### src/rtl/rom_arb_pkg.sv
// rom_arb_pkg: shared constants and types for the ROM fetch arbiter.
// These are the port indices, the fixed read latency, and the stage-1 tag type.
package rom_arb_pkg;

    localparam logic ROM_PORT0       = 1'b0;
    localparam logic ROM_PORT1       = 1'b1;
    localparam int   ROM_ARB_LATENCY = 2;

    // Tag carried alongside the ROM read that is in flight.
    typedef struct packed {
        logic valid;
        logic port;
    } rom_p1_tag_t;

endpackage

### src/rtl/rom_rr_arbiter.sv
// rom_rr_arbiter: 2-way grant vector for the ROM fetch front-end.
// The default build is round robin, steered by the most recently granted port.
// When ROM_ARB_FIXED_PRIO_EN is defined, port 0 always wins and there is no i_last input.
import rom_arb_pkg::*;

module rom_rr_arbiter (
    input  logic [1:0] i_req,
`ifndef ROM_ARB_FIXED_PRIO_EN
    input  logic       i_last,
`endif
    output logic [1:0] o_grant
);

    // One-hot grant (or zero); a grant bit implies the matching request bit.
    always_comb begin
        o_grant = 2'b00;
`ifdef ROM_ARB_FIXED_PRIO_EN
        if (i_req[ROM_PORT0]) begin
            o_grant[ROM_PORT0] = 1'b1;
        end else if (i_req[ROM_PORT1]) begin
            o_grant[ROM_PORT1] = 1'b1;
        end
`else
        case (i_req)
            2'b01:   o_grant = 2'b01;
            2'b10:   o_grant = 2'b10;
            // Contention: hand the cycle to the port that did not win last time.
            2'b11:   o_grant = (i_last == ROM_PORT1) ? 2'b01 : 2'b10;
            default: o_grant = 2'b00;
        endcase
`endif
    end

endmodule

### src/rtl/rom_fetch_arb.sv
// rom_fetch_arb: a two-master read front-end for a synchronous single-port ROM.
// It issues one ROM read per cycle and returns each read's data two cycles after the grant.
// Optional macro: ROM_ARB_FIXED_PRIO_EN selects fixed priority, with port 0 always winning.
//
// Handshake: a master raises reqN, holds addrN stable, and keeps both until ackN is high.
// ackN is combinational and means the read was issued to the ROM in that cycle.
// A request that is withdrawn before it is acked is forgotten.
// Completion is signalled by a one-cycle rvalidN strobe. rdataN holds its value until the
// next completion for that port.
import rom_arb_pkg::*;

module rom_fetch_arb #(
    parameter int aw = 13,
    parameter int dw = 8
) (
    input  logic          clk,
    input  logic          rst,
    input  logic          req0,
    input  logic [aw-1:0] addr0,
    output logic          ack0,
    output logic          rvalid0,
    output logic [dw-1:0] rdata0,
    input  logic          req1,
    input  logic [aw-1:0] addr1,
    output logic          ack1,
    output logic          rvalid1,
    output logic [dw-1:0] rdata1,
    output logic          rom_ce,
    output logic [aw-1:0] rom_addr,
    input  logic [dw-1:0] rom_do
);

    logic [1:0]    w_req;
    logic [1:0]    w_grant;
    logic [aw-1:0] w_rom_addr;
    rom_p1_tag_t   r_p1;
    logic          r_rvalid0;
    logic          r_rvalid1;
    logic [dw-1:0] r_rdata0;
    logic [dw-1:0] r_rdata1;

    // Requests are masked while reset is high, so nothing is acked during reset.
    assign w_req = {req1, req0} & {2{~rst}};

`ifndef ROM_ARB_FIXED_PRIO_EN
    logic r_last;

    // Remember which port was granted most recently; this steers the next contention.
    always_ff @(posedge clk) begin
        if (rst) begin
            r_last <= ROM_PORT1;
        end else if (rom_ce) begin
            r_last <= w_grant[ROM_PORT1];
        end
    end
`endif

    rom_rr_arbiter u_arb (
        .i_req   (w_req),
`ifndef ROM_ARB_FIXED_PRIO_EN
        .i_last  (r_last),
`endif
        .o_grant (w_grant)
    );

    assign ack0   = w_grant[ROM_PORT0];
    assign ack1   = w_grant[ROM_PORT1];
    assign rom_ce = |w_grant;

    // Address mux: drive the granted port's address, or 0 when no port is granted.
    always_comb begin
        w_rom_addr = '0;
        if (w_grant[ROM_PORT0]) begin
            w_rom_addr = addr0;
        end else if (w_grant[ROM_PORT1]) begin
            w_rom_addr = addr1;
        end
    end

    assign rom_addr = w_rom_addr;

    // Stage-1 tag: records which port owns the ROM data arriving next cycle.
    always_ff @(posedge clk) begin
        if (rst) begin
            r_p1 <= '0;
        end else begin
            r_p1.valid <= rom_ce;
            r_p1.port  <= w_grant[ROM_PORT1];
        end
    end

    // Steer the returning ROM data into the owning port's register and pulse its valid.
    always_ff @(posedge clk) begin
        if (rst) begin
            r_rvalid0 <= 1'b0;
            r_rvalid1 <= 1'b0;
            r_rdata0  <= '0;
            r_rdata1  <= '0;
        end else begin
            r_rvalid0 <= r_p1.valid && (r_p1.port == ROM_PORT0);
            r_rvalid1 <= r_p1.valid && (r_p1.port == ROM_PORT1);
            if (r_p1.valid && (r_p1.port == ROM_PORT0)) begin
                r_rdata0 <= rom_do;
            end
            if (r_p1.valid && (r_p1.port == ROM_PORT1)) begin
                r_rdata1 <= rom_do;
            end
        end
    end

    assign rvalid0 = r_rvalid0;
    assign rvalid1 = r_rvalid1;
    assign rdata0  = r_rdata0;
    assign rdata1  = r_rdata1;

endmodule

### config.mk
export PLATFORM = sky130hd
export DESIGN_NAME = rom_fetch_arb
export DESIGN_NICKNAME = d
export VERILOG_FILES = /design/src/rtl/rom_arb_pkg.sv /design/src/rtl/rom_rr_arbiter.sv /design/src/rtl/rom_fetch_arb.sv
export SDC_FILE = /design/constraint.sdc
export NUM_CORES = 1
export LEC_CHECK = 0
export ABC_AREA = 1
export CAP_MARGIN = 40
export CORE_MARGIN = 4
export CORE_UTILIZATION = 35
export CTS_CLUSTER_DIAMETER = 150
export DETAILED_ROUTE_END_ITERATION = 10
export HOLD_SLACK_MARGIN = 0.15
export PLACE_DENSITY_LB_ADDON = 0.1
export SLEW_MARGIN = 20
export SYNTH_ARGS = -nofsm -noshare
export SYNTH_HDL_FRONTEND = slang
export SYNTH_HIERARCHICAL = 1
export SYNTH_SLANG_ARGS = --single-unit
### constraint.sdc
create_clock -name clk -period 3.4 [get_ports clk]
set_clock_uncertainty 0.05 [all_clocks]
set_input_delay 0.85 -clock clk [delete_from_list [all_inputs] [get_ports clk]]
set_output_delay 0.85 -clock clk [all_outputs]
set_load 0.05 [all_outputs]
==> metrics.md <==
| Metric | Value |
|---|---|
| Flops & latches, synth | `21` |
| Final WS setup | `a little under 0.2 ns` |
| Highest routed metal layer | `met4` |
| Via count | `1207` |
| Diode count | `0` |
| Initial Util | `between 30% and 40%` |
| Starting DRT DRC Count | `54` |
| Clock slew at reported path FFs | `0.10 ns` |
| Clock root buffer master | `clkbuf_4` |
| Max Clk Rate | `312.2 MHz` |
| Die W | `61.75 um` |
| Total Wirelength | `roughly 3300 um` |
| Top post-synthesis cells by area | `dfxtp_1, nand2_1, nand3_1, nor2_1, a21oi_1` |
| Sinks on Clock Net | `21` |
| Critical path fanouts, max | `14` |
| CTS tree | `built` |
| Pins Over Slew Limit | `0` |
| WL met2 | `1755 um` |
| Setup violators final | `0` |
| GRT Util Overall | `17.83%` |
| RSZ-0062 raised after global routing | `false` |
| Worst EP required | `2.50 ns` |
| Fraction of registers with async set/reset | `0%` |
| Rel. slew slack | `58.22%` |
| DRC | `0` |
| Area growth from synthesis to layout | `90.22%` |
| Fin nets | `264` |
| CTS buffer count | `3` |
| Finished Layout Cells | `256` |
| Synth Cell Area | `between 1000 and 1500 sq um` |
| Mapped Avg Cell Area | `6.565 sq um` |
| Post-DP Area | `1897 sq um` |
| H-tree levels | `1` |
| Arrival @ worst endpoint | `2.30 ns` |
| Antenna viol nets, final | `0` |
| Wire length on met1 | `1313 um` |
| Cells after synthesis | `between 150 and 200` |
| Routed wl met3 | `233 um` |
| Yosys cell types | `13` |
| Io pins | `72` |
| Synth top area share | `41.58%` |
| P_leak | `0.8476 nW` |
| Max Cap Violations | `0` |
| Worst slack, placed | `0.1876 ns` |
| Row cnt | `19` |
| VDD IR max | `approximately 0.00031 V` |
| Design Area, Final | `1923 sq um` |
| Clock buffer depth | `2` |
| Synth cell count leaders | `nand2_1, nand3_1, dfxtp_1` |
| Ys Warns | `6` |
| Hold WC Path Type | `register to register` |
| Vias in the first global route | `1122` |
| Largest stage delay, worst path | `0.45 ns` |
| Maximum number of pins on one net before global-route repair | `19` |
| Fillers | `230` |
| Post-synth net total | `roughly 190` |
| Synth Flop Type | `dfxtp_1` |
| CTS Hold Buffers Added | `0` |
| Worst slew pin tran | `0.6258 ns` |
| Placed instance count | `252` |
| Initial antenna violation count | `0` |
| Total Power | `0.6607 mW` |
| Port bufs | `71` |
| EDFF count, synth | `0` |
| Crit path max-delay cell type | `clkdlybuf4s50_1` |
| GRT overflow | `0` |
| Critical path's most frequent cell | `nand2_1` |
| Tcrit/Tclk final | `94.22%` |
| Setup bufs post-CTS | `0` |
| Layout cells sized above 1 | `12.89%` |
| Hold Slack | `0.4239 ns` |
| CTS resizes | `0` |
| CP endpoint kind | `output port` |
| Cell Pwr Density | `343.5 nW/um^2` |
| Most common cell in the netlist | `nand2_1` |
| Die area | `between 3000 and 4000 sq um` |
| Hold Violations, Final | `0` |
| CP Class | `primary input to output port` |
| Wire length per cell | `12.94 um` |
| Die height | `roughly 60 um` |
| Global-route wire length before repair | `5037 um` |
| Post-route setup TNS | `0 ns` |
| Largest area contributor in the synthesized netlist | `dfxtp_1` |
| Pre-antenna DRT Iters | `4` |
| Routability cong. | `between 0.7 and 0.8` |
| Utilization after layout | `69.74%` |
| Critical-path cell list | `clkdlybuf4s50_1 -> nor2_1 -> nand3_1 -> nand2_1 -> buf_4 -> nand2_1 -> nand2_1 -> buf_12` |
| Register area share after synthesis | `41.58%` |
| Run status | `finished, final reports clean` |
| Clk Latency, worst-skew pair | `0.31 ns` |
| CP startpoint kind | `primary input` |
| Vias/cell | `4.715` |
| DP HPWL | `2636 um` |
| Final min period | `3.203 ns` |
| Core area | `2758 sq um` |
[placed cells by master, fill, tap and decap left out, drive strengths merged]
| master | count |
|---|---|
| nor3 | 1 |
| buf | 19 |
| nand3 | 31 |
| nor2 | 21 |
| clkdlybuf4s50 | 55 |
| dfxtp | 21 |
| inv | 16 |
| a21oi | 10 |
| nand2 | 47 |
| clkbuf | 4 |
[sequential cells by signal (all words and copies together), names as in the netlist]
| name | count |
|---|---|
| rdata0 | 8 |
| rdata1 | 8 |
| r_p1 | 2 |
| r_last | 1 |
| rvalid0 | 1 |
| rvalid1 | 1 |
[worst max-delay path: cells and delay by family]
| family | cells | cell delay (ns) |
|---|---|---|
| buffers and inverters | 3 | 0.80 |
| AND/OR/NAND/NOR | 5 | 0.65 |
[layer usage]
metal	GRT usage, %	up-vias
li1	-	626
met1	23.14	533
met2	29.75	46
met3	5.579	2
met4	2.727	0
met5	0	-
[where the power goes]
part | internal [mW] | switching [mW] | leakage, nW
clock | 0.0459 | 0.0756 | 0.0150
combinational | 0.125 | 0.145 | 0.661
sequential | 0.257 | 0.0117 | 0.171
total | 0.428 | 0.233 | 0.848
[final cells by class]
class,instances,area [sq um],share of cell area [%]
flip-flops and latches,21,420.4,21.86
clock buffers,4,26.28,1.366
well taps,31,38.79,2.017
multi-input cells,110,484.2,25.18
repair buffers,74,893.4,46.45
inverters,16,60.06,3.123
[path summary, 6_finish.rpt]
path / depth (start not counted) / endpoint / slack, ns / from
setup / recovery: 8 / rom_addr[5] / 0.20 / rst
hold / removal: 2 / rdata1[7]$_SDFFE_PP0P_ / 0.42 / rdata1[7]$_SDFFE_PP0P_
setup reg to reg: 4 / rdata0[0]$_SDFFE_PP0P_ / 2.10 / r_p1[1]$_SDFF_PP0_
hold reg to reg: 2 / rdata1[7]$_SDFFE_PP0P_ / 0.42 / rdata1[7]$_SDFFE_PP0P_
[logic make-up after synthesis]
family	count (synthesis)	share of synthesized area, %
buf+inv	23	10.89
simple gates	100	42.57
compound gates	10	4.951
flops	21	41.58
Power figures use the tool's default switching activity.
